==> config.mk <==
export PLATFORM = sky130hd
export DESIGN_NAME = seq_right_shifter
export DESIGN_NICKNAME = d
export VERILOG_FILES = /design/src/rtl/seq_right_shifter_pkg.sv /design/src/rtl/seq_right_shifter_rshift_step.sv /design/src/rtl/seq_right_shifter.sv
export SDC_FILE = /design/constraint.sdc
export NUM_CORES = 1
export LEC_CHECK = 0
export ABC_AREA = 0
export CAP_MARGIN = 5
export CELL_PAD_IN_SITES_DETAIL_PLACEMENT = 1
export CELL_PAD_IN_SITES_GLOBAL_PLACEMENT = 1
export CORE_MARGIN = 3
export CORE_UTILIZATION = 36
export CTS_CLUSTER_SIZE = 24
export DETAILED_ROUTE_END_ITERATION = 8
export PLACE_DENSITY = 0.89
export SYNTH_ARGS = -nofsm -noshare
export SYNTH_HDL_FRONTEND = slang
export SYNTH_SLANG_ARGS = --single-unit
==> constraint.sdc <==
create_clock -name clk -period 2.4 [get_ports clk]
set_input_delay 0.24 -clock clk [delete_from_list [all_inputs] [get_ports clk]]
set_output_delay 0.24 -clock clk [all_outputs]
set_load 0.02 [all_outputs]
==> src/rtl/seq_right_shifter_pkg.sv <==
// Shared ALU constants for the iterative right shifter.
// State encoding and shift-mode selectors.
package seq_right_shifter_pkg;

    localparam logic [1:0] S_IDLE  = 2'd0;
    localparam logic [1:0] S_SHIFT = 2'd1;
    localparam logic [1:0] S_DONE  = 2'd2;

    localparam logic SH_LOG = 1'b0;
    localparam logic SH_ARI = 1'b1;

endpackage

==> src/rtl/seq_right_shifter_rshift_step.sv <==
// One-position right shift with an explicit fill bit.
// Purely combinational; the caller supplies the bit shifted in.
module rshift_step #(
    parameter int WIDTH = 6
) (
    input  logic [WIDTH-1:0] d,
    input  logic             fill,
    output logic [WIDTH-1:0] q
);

    // Shift the fill bit in at the MSB, dropping d[0]
    always_comb begin
        q = WIDTH'({fill, d} >> 1);
    end

endmodule

==> src/rtl/seq_right_shifter.sv <==
// Iterative logical/arithmetic right shifter, one bit per clock.
// Handshake: ready in IDLE, start accepted there, valid pulse in DONE.
module seq_right_shifter
    import seq_right_shifter_pkg::*;
#(
    parameter int WIDTH = 6,
    parameter int AMT_W = 6
) (
    input  logic             clk,
    input  logic             rst,
    input  logic             start,
    input  logic             arith,
    input  logic [WIDTH-1:0] a,
    input  logic [AMT_W-1:0] b,
    output logic             ready,
    output logic             busy,
    output logic             valid,
    output logic [WIDTH-1:0] C
);

    localparam logic [AMT_W-1:0] MAX_AMT = AMT_W'(WIDTH);
    localparam logic [AMT_W-1:0] ONE     = AMT_W'(1);

    logic [1:0]       state;
    logic [1:0]       state_next;
    logic [AMT_W-1:0] cnt;
    logic [AMT_W-1:0] amt_sat;
    logic             fill;
    logic             fill_new;
    logic [WIDTH-1:0] c_shift;

    rshift_step #(
        .WIDTH(WIDTH)
    ) u_step (
        .d   (C),
        .fill(fill),
        .q   (c_shift)
    );

    // Clamp the amount so large requests saturate to all-fill
    always_comb begin
        amt_sat = (b >= MAX_AMT) ? MAX_AMT : b;
    end

    // Fill bit for a new operation: zero or operand sign
    always_comb begin
        fill_new = 1'b0;
        unique case (arith)
            SH_LOG:  fill_new = 1'b0;
            SH_ARI:  fill_new = a[WIDTH-1];
            default: fill_new = 1'b0;
        endcase
    end

    // State register
    always_ff @(posedge clk) begin
        if (rst) begin
            state <= S_IDLE;
        end else begin
            state <= state_next;
        end
    end

    // Next-state logic
    always_comb begin
        state_next = state;
        unique case (state)
            S_IDLE:  state_next = start ? S_SHIFT : S_IDLE;
            S_SHIFT: state_next = (cnt == '0) ? S_DONE : S_SHIFT;
            S_DONE:  state_next = S_IDLE;
            default: state_next = S_IDLE;
        endcase
    end

    // Handshake outputs decoded from state
    always_comb begin
        ready = (state == S_IDLE);
        busy  = (state == S_SHIFT) || (state == S_DONE);
        valid = (state == S_DONE);
    end

    // Datapath: latch on accept, shift while count remains
    always_ff @(posedge clk) begin
        if (rst) begin
            C    <= '0;
            cnt  <= '0;
            fill <= 1'b0;
        end else begin
            unique case (state)
                S_IDLE: begin
                    if (start) begin
                        C    <= a;
                        cnt  <= amt_sat;
                        fill <= fill_new;
                    end
                end
                S_SHIFT: begin
                    if (cnt != '0) begin
                        C   <= c_shift;
                        cnt <= cnt - ONE;
                    end
                end
                default: begin
                end
            endcase
        end
    end

endmodule

# Word-level counts from Yosys, hierarchy flattened
# Cells that the tools add are included.
# Widths: inputs -> output; s select.
[word_totals]
register_bits = 15
in_bits = 16
output_inout_bits = 9
[classes]
n_addsub = 1
order_cmp = 1
eq_ne = 4
n_mux = 11
n_bitwise = 1
n_reduce_logical = 7
[ops]
columns = ["operator", "n"]
rows = [
  ["$mux 6", 5],
  ["$pmux 6 s2", 2],
  ["$ge 6x3->1 const B", 1],
  ["$logic_not 6->1", 1],
  ["$reduce_bool 6->1", 1],
  ["$sub 6x1->6 const B", 1],
  ["$pmux 2 s2", 1],
  ["$reduce_and 3->1", 1],
  ["$eq 2x1->1 const B", 1],
  ["$eq 2x2->1 const B", 1],
  ["$logic_not 2->1", 1],
  ["$mux 2", 1],
  ["$ne 2x1->1 const B", 1],
  ["$ne 2x2->1 const B", 1],
  ["$pmux 1 s2", 1],
  ["$reduce_and 2->1", 1],
  ["$reduce_bool 2->1", 1],
  ["$logic_or 1x1->1", 1],
  ["$mux 1", 1],
  ["$not 1->1", 1],
]

# Depth between registers and ports, before layout
# Gate-level depths: netlist of run 1.
[logic_depth]
word_depth = 4
ltp_mapped = 8
mapped_depth_nobuf = 6

# By module
# Synthesis of run 1 repeated with hierarchy kept, for this count alone.
[hier_totals]
hier_cells = 92
area_unflattened_um2 = 875.8
[by_module_without_submodules]
columns = ["mod", "n_inst", "cells_each", "area_each_um2"]
rows = [
  ["seq_right_shifter", 1, 86, 830.8],
  ["rshift_step", 1, 6, 45.0],
]

# Least setup slack after synthesis of run 1
# OpenSTA, ideal clock, no wires.
[synth_path]
path_type = "reg-to-reg"
start = "reg state[0]"
end = "reg cnt[2]"
setup_time_ps = 134
arrival_ps = 1540
required_ps = 2266
slack_ps = 726
stages_incl_launch_ff = 8
n_path_buf = 1
path_cell_list = "dfxtp_1 > inv_1 > ha_1 > mux2i_2 > a21oi_4 > buf_6 > o211ai_1 > a21oi_1"
[synth_via]
elab_chain_len = 3
word_cells_on_any_way = 7
cone_classes = "3 x eq/ne; 1 x mux; 3 x reduce/logical"
[synth_rtl]
columns = ["element", "line_no", "text"]
rows = [
  ["start, declared", "seq_right_shifter.sv:24", "logic [1:0] state;"],
  ["start signal, assigned", "seq_right_shifter.sv:60", "state <= state_next;"],
  ["$logic_not 2->1 (*)", "n/a", ""],
  ["net ready", "seq_right_shifter.sv:15", "output logic ready,"],
  ["$ne 2x2->1 (no line) / $reduce_bool 2->1 (equally long branches)", "n/a", ""],
  ["$reduce_and 3->1 (no line)", "n/a", ""],
  ["end signal, assigned", "seq_right_shifter.sv:93", "cnt <= amt_sat;"],
  ["end signal, assigned", "seq_right_shifter.sv:100", "cnt <= cnt - ONE;"],
  ["end, declared", "seq_right_shifter.sv:26", "logic [AMT_W-1:0] cnt;"],
]
# Mark *: on every way through the listed nets, which the timed path passes. The rest lies on a longest branch.
# A chain may end at the register's enable or synchronous reset.

# Worst setup path in the final report of run 1
[layout_path]
start = "reg state[0]"
end = "out ready"
[layout_via]
elab_chain_len = 1
[layout_rtl]
columns = ["element", "line_no", "text"]
rows = [
  ["$logic_not 2->1", "seq_right_shifter.sv:77", "ready = (state == S_IDLE);"],
  ["end, declared", "seq_right_shifter.sv:15", ""],
]
# No other way between the ends.

==> results of run 1 <==
-- worst max-delay path, cell delays in order (launching register included) --
cell                              delay [ns]
sky130_fd_sc_hd__dfxtp_1                0.33
sky130_fd_sc_hd__inv_1                  0.09
sky130_fd_sc_hd__ha_1                   0.28
sky130_fd_sc_hd__clkdlybuf4s50_1        0.67
-- synth_stat cells --
cell type | n | area [sq um]
sky130_fd_sc_hd__buf_2 | 1 | 5.000
sky130_fd_sc_hd__inv_1 | 4 | 15.01
sky130_fd_sc_hd__mux2i_1 | 7 | 70.07
sky130_fd_sc_hd__nor2_1 | 11 | 41.29
sky130_fd_sc_hd__nor3_4 | 1 | 16.27
sky130_fd_sc_hd__o211ai_1 | 2 | 15.01
sky130_fd_sc_hd__a211oi_1 | 6 | 45.04
sky130_fd_sc_hd__o21ai_0 | 2 | 10.01
sky130_fd_sc_hd__nand2b_1 | 1 | 6.260
sky130_fd_sc_hd__and3b_1 | 1 | 8.760
sky130_fd_sc_hd__ha_1 | 5 | 62.56
sky130_fd_sc_hd__buf_6 | 2 | 22.52
sky130_fd_sc_hd__clkbuf_1 | 1 | 3.750
sky130_fd_sc_hd__or4_4 | 1 | 11.26
sky130_fd_sc_hd__o31ai_1 | 1 | 7.510
sky130_fd_sc_hd__nor2b_1 | 1 | 6.260
sky130_fd_sc_hd__nand4_1 | 1 | 6.260
sky130_fd_sc_hd__or3_1 | 1 | 6.260
sky130_fd_sc_hd__a2bb2oi_1 | 1 | 8.760
sky130_fd_sc_hd__a2111oi_4 | 1 | 27.53
sky130_fd_sc_hd__xnor2_1 | 1 | 8.760
sky130_fd_sc_hd__dfxtp_1 | 15 | 300.3
sky130_fd_sc_hd__a21oi_4 | 1 | 16.27
sky130_fd_sc_hd__mux2i_2 | 1 | 13.76
sky130_fd_sc_hd__a2111o_1 | 1 | 11.26
sky130_fd_sc_hd__nand2_1 | 7 | 26.28
sky130_fd_sc_hd__a211oi_2 | 1 | 12.51
sky130_fd_sc_hd__nand3b_1 | 1 | 7.510
sky130_fd_sc_hd__o21bai_1 | 1 | 7.510
sky130_fd_sc_hd__nor4_1 | 1 | 6.260
sky130_fd_sc_hd__a21oi_1 | 5 | 25.02
-- cell type report --
class                   instances  share of cell area [%]
multi-input cells              63                   43.68
flip-flops and latches         15                   27.09
repair buffers                 25                   22.35
well taps                      27                   3.047
clock buffers                   3                   2.032
inverters                       4                   1.354
clock inverters                 1                  0.4515
-- cells by family (layout without fill, tap and decap cells) --
family	after synthesis	after routing	share of synthesized area, %
AOI/OAI and AO/OA	22	22	22.44
xor gates and xnor gates	1	1	1.054
adders and majority gates	5	5	7.530
buffers and inverters	8	33	5.571
DFF	15	15	36.14
muxes	8	8	10.09
and+or+nand+nor	27	27	17.17
-- flip-flops by register name, summed over array words and instances (netlist names) --
register	cells
cnt	6
C	6
fill	1
state	2
-- metrics by stage --
step	std cells	hold WS (ns)	area, sq um	power (mW)	util (%)
after floorplan	86	0.3128	830.8	0.6544	-
after global placement	134	0.4420	1081	0.7682	52.43
after detailed placement	134	0.4882	1081	0.7878	52.43
after CTS	138	0.5065	1109	0.9492	53.76
after global routing	138	0.5291	1109	1.007	53.76
final	138	0.5004	1109	0.9400	53.76
-- power by group --
group          internal [mW]  total, mW  switching [mW]
clock network         0.0623      0.158          0.0952
logic                  0.202      0.438           0.236
registers              0.299      0.345          0.0459
total                  0.563      0.940           0.377
-- how the worst min path moves through the flow --
stage / end / cells after the start
6_report: fill / 2
5_1_grt: fill / 2
4_1_cts: fill / 2
3_5_place_dp: fill / 2
3_3_place_gp: fill / 2
2_1_floorplan: C[3] / 1
-- metal layers --
metal  vias up  track usage, %  routed length [um]
met3         3           4.155                  92
met5         -               0                   0
met1       352           20.43                 938
met4         0           7.469                  41
li1        359               -                   -
met2        20           29.23                1061
==> metrics.cfg, run 1 <==
[power]
vdd_drop_max_uv = 482.4
p_leak_nw = 0.4037
power.density_cell_area_mw_per_mm2 = 848.0

[sta]
fmaxAchievable_ghz = 0.5195
tightestPinTransition_ns = 0.5447
final-hold-violation-count = 0
final.period_utilization_pct = 80.21
final_critical_delay_including_setup_and_external_delays_ns = 1.925
final_worst_slack_ns = 0.4751
setup_violations = 0
grt_setup_unrepaired = no
fin_worst_skew_ns = 0.006813
final_max_slew_viol_count = 0
max-slew-margin-rel_pct = 63.57
fin_setup_tns_ns = 0

[cells_and_area]
most_frequent_cells_in_the_layout = sky130_fd_sc_hd__clkdlybuf4s50_1, sky130_fd_sc_hd__dfxtp_1, sky130_fd_sc_hd__nor2_1
area_growth_syn_to_layout_pct = 33.43
antenna_cells_inserted = 0
fraction_of_final_layout_cells_sized_beyond_drive_strength_1_pct = 9.910
seqCellArea_sq_um = 300.3
layout.cells.most_common = sky130_fd_sc_hd__clkdlybuf4s50_1
multi_input_area_sq_um = 484.2
nFillCells = 247
layout.nets = 133

[floorplan]
coreArea_sq_mm = 0.002062
die_area_sq_mm = 0.002920
fp-row-count = 16
dieWidth_um = 54.04
start_util_pct = 40.29
io-pin-count = 25
die_y_um = 54.04

[route]
final_antenna_net_count = 0
route.vias.total = 734
wl_per_cell_um = 15.46
first_iter_violations = 5
drtPass1Iterations = 4
totalWireLength_um = 2133
post_drt_via_cell_ratio = 5.319
drcViolationCount = 0

[worst_setup_path]
r2r_cells = 6
crit_path_required_time_ns = 2.16
slack_of_the_worst_reg_to_reg_path_ns = 0.56
worst_setup_path_class = reg2out
worstPathArrival_ns = 1.68
reg2reg_from = state[1]
critPathCaptureType = primary output
timing.critical_path.to = ready
worstReg2RegEnd = C[3]
cp_max_fo = 4
timing.critical_path.from_type = flip-flop
crit_path_start = state[0]

[job]
max_cap_viol_count = 0

[synth]
synthesis.instances = 86
synth_cell_types = 31
yosysWarnings = 0
yosysSeqAreaShare_pct = 36.14
synth_nets = 107
ys_seq_elements = 15
syn_avg_cell_area_sq_um = 9.660
mappedNetlistArea_sq_um = 830.8

[grt]
grt_util_all_layers_pct = 17.22
first_global_vias = 785
grt_max_degree = 18
grt_pass1_wl_um = 3553
grt_overflow = 0
antenna_found_initial = 0

[clocking]
clkLatencyLatePin_ns = 0.30
clock_tree.root_cell = sky130_fd_sc_hd__clkbuf_4
ctsLongestPathBuffers = 2
cts-buffers-inserted = 3
htreeDepth = 1
clk_pin_slew_worst_paths_ns = 0.10
postCtsSetupBuffers = 0
postCtsResizedCells = 0
ctsHoldBuffers = 0
tritoncts_clock_tree = built
sinks_on_the_clock_net = 15

[placed_design]
gp_routability_congestion = 0.7600
port-buffer-count = 24
dp_worst_setup_slack_ns = 0.5593
place_hpwl_um = 1653

[hold_path]
holdCritStartpoint = fill
hp-class = reg2reg

[status]
status = completed

Note: power is estimated with default switching activity, not from simulation.
==> inputs of run 2 (changes only) <==
--- a/config.mk
+++ b/config.mk
@@ -10,10 +10,10 @@
 export CELL_PAD_IN_SITES_DETAIL_PLACEMENT = 1
 export CELL_PAD_IN_SITES_GLOBAL_PLACEMENT = 1
 export CORE_MARGIN = 3
-export CORE_UTILIZATION = 36
+export CORE_UTILIZATION = 34
 export CTS_CLUSTER_SIZE = 24
 export DETAILED_ROUTE_END_ITERATION = 8
-export PLACE_DENSITY = 0.89
+export PLACE_DENSITY = 0.86
 export SYNTH_ARGS = -nofsm -noshare
 export SYNTH_HDL_FRONTEND = slang
 export SYNTH_SLANG_ARGS = --single-unit
==> constraint.sdc (replaced) <==
create_clock -name clk -period 1.8 [get_ports clk]
set_input_delay 0.18 -clock clk [delete_from_list [all_inputs] [get_ports clk]]
set_output_delay 0.18 -clock clk [all_outputs]
set_load 0.02 [all_outputs]
==> run 2 against run 1 <==
  * Global-route usage is 2.4 points lower
  * Combinational power rose by 47%
  * Final area grew 5.8%
  * Via count grew 2.5%
  * Sequential cell count did not move
  * Register-to-register slack worse by 0.46 ns
  * Setup slack lost 0.38 ns
  * Critical endpoint is now cnt[0]
  * Largest cell class unchanged
  * Highest routed layer unchanged
==> metrics.cfg, run 2 (synthesis results as in run 1) <==
[status]
status = completed

[floorplan]
io-pin-count = 25  ; unchanged
coreArea_sq_mm = 0.002255  ; +9.3%
start_util_pct = 36.85  ; -3.4 points
die_y_um = 55.43  ; +2.6%
fp-row-count = 17  ; +1
dieWidth_um = 55.43  ; +2.6%
die_area_sq_mm = 0.003072  ; +5.2%

[cells_and_area]
antenna_cells_inserted = 0  ; unchanged
top_regs = C x6, cnt x6, state x2
layout.nets = 136  ; +2.3%
layout.cells.most_common = sky130_fd_sc_hd__clkdlybuf4s50_1
finalNonFillerCells = 142  ; +2.9%
area_growth_syn_to_layout_pct = 41.11
layout.core_utilization_pct = 52.00  ; -1.8 points
fraction_of_final_layout_cells_sized_beyond_drive_strength_1_pct = 14.04  ; +4.1 points
most_frequent_cells_in_the_layout = sky130_fd_sc_hd__clkdlybuf4s50_1, sky130_fd_sc_hd__dfxtp_1, sky130_fd_sc_hd__nor2_1
nFillCells = 272  ; +10%

[grt]
grt_max_degree = 18  ; unchanged
antenna_found_initial = 0  ; unchanged
gr-usage-met1_pct = 16.38  ; -4.1 points
grt-busiest-layer = met2
grt_overflow = 0  ; unchanged
first_global_vias = 815  ; +3.8%
grtUsageMet3_pct = 4.439  ; +0.28 points
grt_util_met2_pct = 26.52  ; -2.7 points
grt_util_all_layers_pct = 14.81  ; -2.4 points
grt_pass1_wl_um = 3677  ; +3.5%

[clocking]
htreeDepth = 1  ; unchanged
clkLatencyLatePin_ns = 0.28  ; -0.02 ns
clock_tree.root_cell = sky130_fd_sc_hd__clkbuf_4
sinks_on_the_clock_net = 15  ; unchanged
cts-buffers-inserted = 3  ; unchanged
ctsLongestPathBuffers = 2  ; unchanged
clk_pin_slew_worst_paths_ns = 0.09  ; about the same
tritoncts_clock_tree = built
postCtsSetupBuffers = 0  ; unchanged

[route]
drtPass1Iterations = 4  ; unchanged
wl_per_cell_um = 15.04  ; -2.7%
post_drt_via_cell_ratio = 5.296  ; -0.43%
first_iter_violations = 7  ; +2
drcViolationCount = 0  ; unchanged
final_antenna_net_count = 0  ; unchanged
route.vias.total = 752  ; +2.5%
totalWireLength_um = 2135  ; about the same

[worst_setup_path]
reg2reg_from = state[0]
timing.critical_path.slowest_stage_cell = sky130_fd_sc_hd__mux2i_4
r2r_cells = 7  ; +1
worstReg2RegEnd = cnt[0]
cp_top_family = multiplexers
critical-path-max-stage-delay_ns = 0.46  ; -0.21 ns
cp_max_fo = 17  ; +13
timing.critical_path.from_type = flip-flop
slack_of_the_worst_reg_to_reg_path_ns = 0.1  ; -0.46 ns
critPathCaptureType = flip-flop
crit_path_required_time_ns = 1.97  ; -0.19 ns
critical_path_buf_inv_count = 2  ; unchanged
timing.critical_path.cells = inv_1 > ha_1 > mux2i_4 > a21oi_4 > buf_12 > nor2_1 > a211oi_2
worst_setup_path_class = reg2reg
worstPathArrival_ns = 1.87  ; +0.19 ns

[power]
vdd_drop_max_uv = 638.6  ; +32%
net-switching-power_mw = 0.5116  ; +36%
p_int_mw = 0.7906  ; +40%
proportion_of_power_drawn_by_the_clock_network_pct = 15.0  ; -1.8 points
power_frac_comb_pct = 49.6  ; +3.0 points
p_leak_nw = 0.4360  ; +8.0%
power.density_cell_area_mw_per_mm2 = 1111  ; +31%
seq_power_share_pct = 35.4  ; -1.3 points
switching_share_pct = 39.28  ; -0.78 points

[placed_design]
place_inst = 138  ; +3.0%
place_hpwl_um = 1645  ; -0.44%
port-buffer-count = 24  ; unchanged
gp_routability_congestion = 0.7639  ; +0.51%

[hold_path]
hp-class = reg2reg
worst_hold_path.num_cells = 2  ; unchanged
holdCritStartpoint = fill
holdPathEnd = fill

[sta]
fin_worst_skew_ns = 0.002337  ; -0.004475 ns
final-hold-violation-count = 0  ; unchanged
final.period_utilization_pct = 94.50
max-slew-margin-rel_pct = 73.29  ; +9.7 points
fin_setup_tns_ns = 0  ; unchanged
tightestPinTransition_ns = 0.3923  ; -0.1524 ns
grt_setup_unrepaired = no
fmaxAchievable_ghz = 0.5879
hold-worst-slack_ns = 0.4585  ; -0.04198 ns
final_critical_delay_including_setup_and_external_delays_ns = 1.701
final_max_slew_viol_count = 0  ; unchanged
setup_violations = 0  ; unchanged

[job]
max_cap_viol_count = 0  ; unchanged

-- run 2: timing repair --
item / 4_1_cts / 5_1_grt
hold buffers: 0 / 0
pin swaps: 0 / 1
setup endpoints to repair: 1 / 7
gates resized for setup: 1 / 6
-- run 2: layer usage --
layer  wire length [um]  part of all wire [%]
met1                910                    43
met5                  0                     0
met4                 16                  0.75
met2               1090                    51
met3                117                   5.5
-- run 2: cell type report --
class,count,area [sq um],share of cell area [%]
multi-input cells,63,511.7,43.65
flip-flops and latches,15,300.3,25.61
repair buffers,28,284.0,24.23
well taps,28,35.03,2.988
clock buffers,4,26.28,2.241
inverters,4,15.01,1.281
-- run 2: stage by stage --
stage | power, mW | setup slack, ns | instance area [sq um]
after detailed placement | 1.090 | 0.02432 | 1117
final | 1.302 | 0.09899 | 1172
after global placement | 1.058 | 0.1610 | 1117
after global routing | 1.401 | 0.003957 | 1172
after CTS | 1.288 | 0.005010 | 1142
after floorplan | 0.8726 | 0.1256 | 830.8
-- run 2: worst max path at each step --
stage / startpoint / to / cells after the start
after floorplan: state[0] / cnt[2] / 7
after CTS: state[0] / cnt[5] / 6
after global placement: state[1] / cnt[4] / 6
after global routing: state[0] / C[5] / 6
after detailed placement: state[0] / cnt[5] / 6
final: state[0] / cnt[0] / 7
-- run 2: tightest hold or removal path: cells and delay by family (launching register included) --
kind / cells / cell delay, ns
flip-flops: 1 / 0.32
AO/OA/AOI/OAI: 1 / 0.05
AND/OR/NAND/NOR: 1 / 0.05
-- run 2: power by group through the flow --
stage	Combinational, mW	Sequential [mW]	Clock, mW
floorplan	0.384	0.488	0
global placement	0.598	0.459	0
detailed placement	0.624	0.466	0
CTS	0.628	0.457	0.203
global route	0.706	0.472	0.223
finish	0.646	0.462	0.195
==> variant (flow settings as in run 2) <==
Make the reset (`rst`) asynchronous in 2 clocked blocks.
--- a/src/rtl/seq_right_shifter.sv
+++ b/src/rtl/seq_right_shifter.sv
@@ -55,3 +55,3 @@
     // State register
-    always_ff @(posedge clk) begin
+    always_ff @(posedge clk or posedge rst) begin
         if (rst) begin
@@ -82,3 +82,3 @@
     // Datapath: latch on accept, shift while count remains
-    always_ff @(posedge clk) begin
+    always_ff @(posedge clk or posedge rst) begin
         if (rst) begin
Formal check against the unedited RTL: differs if rst is asserted again (counterexample within 4 cycles, from zero or initial values and one cycle with rst high); with rst held inactive, the same outputs for 10 cycles.
==> variant against run 2 <==
  * Critical path type unchanged
  * Routed wire length rose by 25%
  * Setup slack worse by 0.063 ns
  * Die area decreased by 0.27%
  * Core utilization is 5.9 points higher
  * Design area grew 11%
  * Cell count up 9.9%
  * Sequential cell count is the same
  * Largest cell class unchanged
  * Synthesized area is 0.30% lower
Power is not compared: it rests on default switching activity, and its combinational part moved more than twofold at a synthesized area within 25%.
==> variant: results (changes against run 2) <==
Placed Area=0.001187 mm^2 (+6.3%); Post-Layout Inst Area=0.001306 mm^2 (+11%); CTS Buffer Depth=2 (unchanged); I/O Buffers=24 (unchanged); initial antenna violation count=0 (unchanged); CP max stage delay=0.52 ns (+0.06 ns); synth top area cells=dfrtp_1, ha_1, o22ai_1, a21oi_1, nand2_1; postcts setup bufs=0 (unchanged); Commonest cells post-synth=dfrtp_1, nand2_1, a21oi_1, o22ai_1, inv_1; global-route wire length before repair=4188 um (+14%); vias in the first global route=872 (+7.0%); antenna cells=0 (unchanged); Net Sw Frac=0.4389; outcome=completed; FFs w/ async S/R, synth=1.000 (+1.000); layout cell share with drive strength beyond 1=0.2734 (+0.1331); routability-driven placement congestion ratio=0.8793 (+15%); largest net degree at the start of global routing=16 (-2); Top Metal Used=met4; GRT Resource Usage Total=0.1732 (+0.02504); peak supply drop=0.0009278 V; Worst path top cell family by delay=simple AND/OR/NAND/NOR gates; Worst Skew=0.007202 ns (+0.004864 ns); M1 GR Usage=0.2023 (+0.03849); final WL=2669 um (+25%); Seq/Total Area, Yosys=0.4532 (+0.09173); CTS clock-pin slew for the worst setup and hold paths=0.10 ns; met3 Use GR=0.03972 (-0.004673); DR iter-0 viols=10 (+3); Crit Path Max Fanout=5 (-12); largest registers=C (6), cnt (6), state (2); post-cts resize count=3 (+2); Hold Crit Class=in2async; syn nets=110 (+2.8%); Leakage=0.0005561 uW; Filler cells=258 (-5.1%); Reg power frac=0.252; post-synthesis cell type count=26 (-16%); DR pass1 iterations=4 (unchanged); post-placement setup slack=-0.02542 ns (-0.04974 ns); CTS H-Tree Depth=1 (unchanged); Worst path slowest cell=or4b_4; crit path DAT=1.92 ns (+0.05 ns); Max-slew headroom=0.6006 (-0.1322); Post-Route M1 WL=1124 um (+24%); average cell area after synthesis=9.307 um^2 (-3.7%); DR WL/cell=17.11 um (+14%); total number of vias=827 (+10%); Met2 Wirelength=1453 um (+33%); Final nets=150 (+10%); met3 WL=69 um (-41%); M2 GR Usage=0.3091 (+0.04392); synth warn=0 (unchanged); dpl hpwl=1934 um (+18%)
-- variant: cell count changes in the layout (fill, tap and decap cells not counted), sizes merged, moves of 6 or more --
cell	run 2	this run
a211oi	7	0
buf	4	13
dfrtp	0	15
dfxtp	15	0
mux2i	8	1
nor2	11	4
o21ai	2	8
o22ai	0	8
-- variant: final cells by class --
class / count / area share
clock buffers: 4 / 0.02011
inverters: 8 / 0.02299
multi-input cells: 64 / 0.3764
flip-flops and latches: 15 / 0.2874
well taps: 28 / 0.02682
repair buffers: 37 / 0.2663
-- variant: worst reg2reg max path: stages, from the launching register on --
cell,delay (ns)
dfrtp_1,0.40
inv_2,0.07
ha_1,0.13
or4b_4,0.52
nor2_2,0.15
buf_4,0.14
o31a_1,0.13
o22ai_1,0.10
-- variant: path summary, 6_finish.rpt --
check / slack, ns / to / from
hold / removal: 0.25 / C[0]$_DFFE_PP0P_ / rst
setup reg to reg: 0.04 / cnt[2]$_DFFE_PP0P_ / cnt[0]$_DFFE_PP0P_
max in group asynchronous: 1.16 / cnt[1]$_DFFE_PP0P_ / rst
min in group clk: 0.43 / fill$_DFFE_PP0N_ / arith
setup / recovery: 0.04 / cnt[2]$_DFFE_PP0P_ / cnt[0]$_DFFE_PP0P_
hold reg to reg: 0.53 / fill$_DFFE_PP0N_ / fill$_DFFE_PP0N_
-- variant: kinds of logic (layout without fill, tap and decap cells) --
| logic type | count (synthesis) | in the layout | share of synthesized area |
|---|---|---|---|
| AOI/OAI and AO/OA | 30 | 30 | 0.2206 |
| adders and majority gates | 5 | 5 | 0.07553 |
| buffers and inverters | 10 | 49 | 0.04682 |
| DFF | 15 | 15 | 0.4532 |
| muxes | 2 | 2 | 0.02568 |
| and+or+nand+nor | 27 | 27 | 0.1782 |
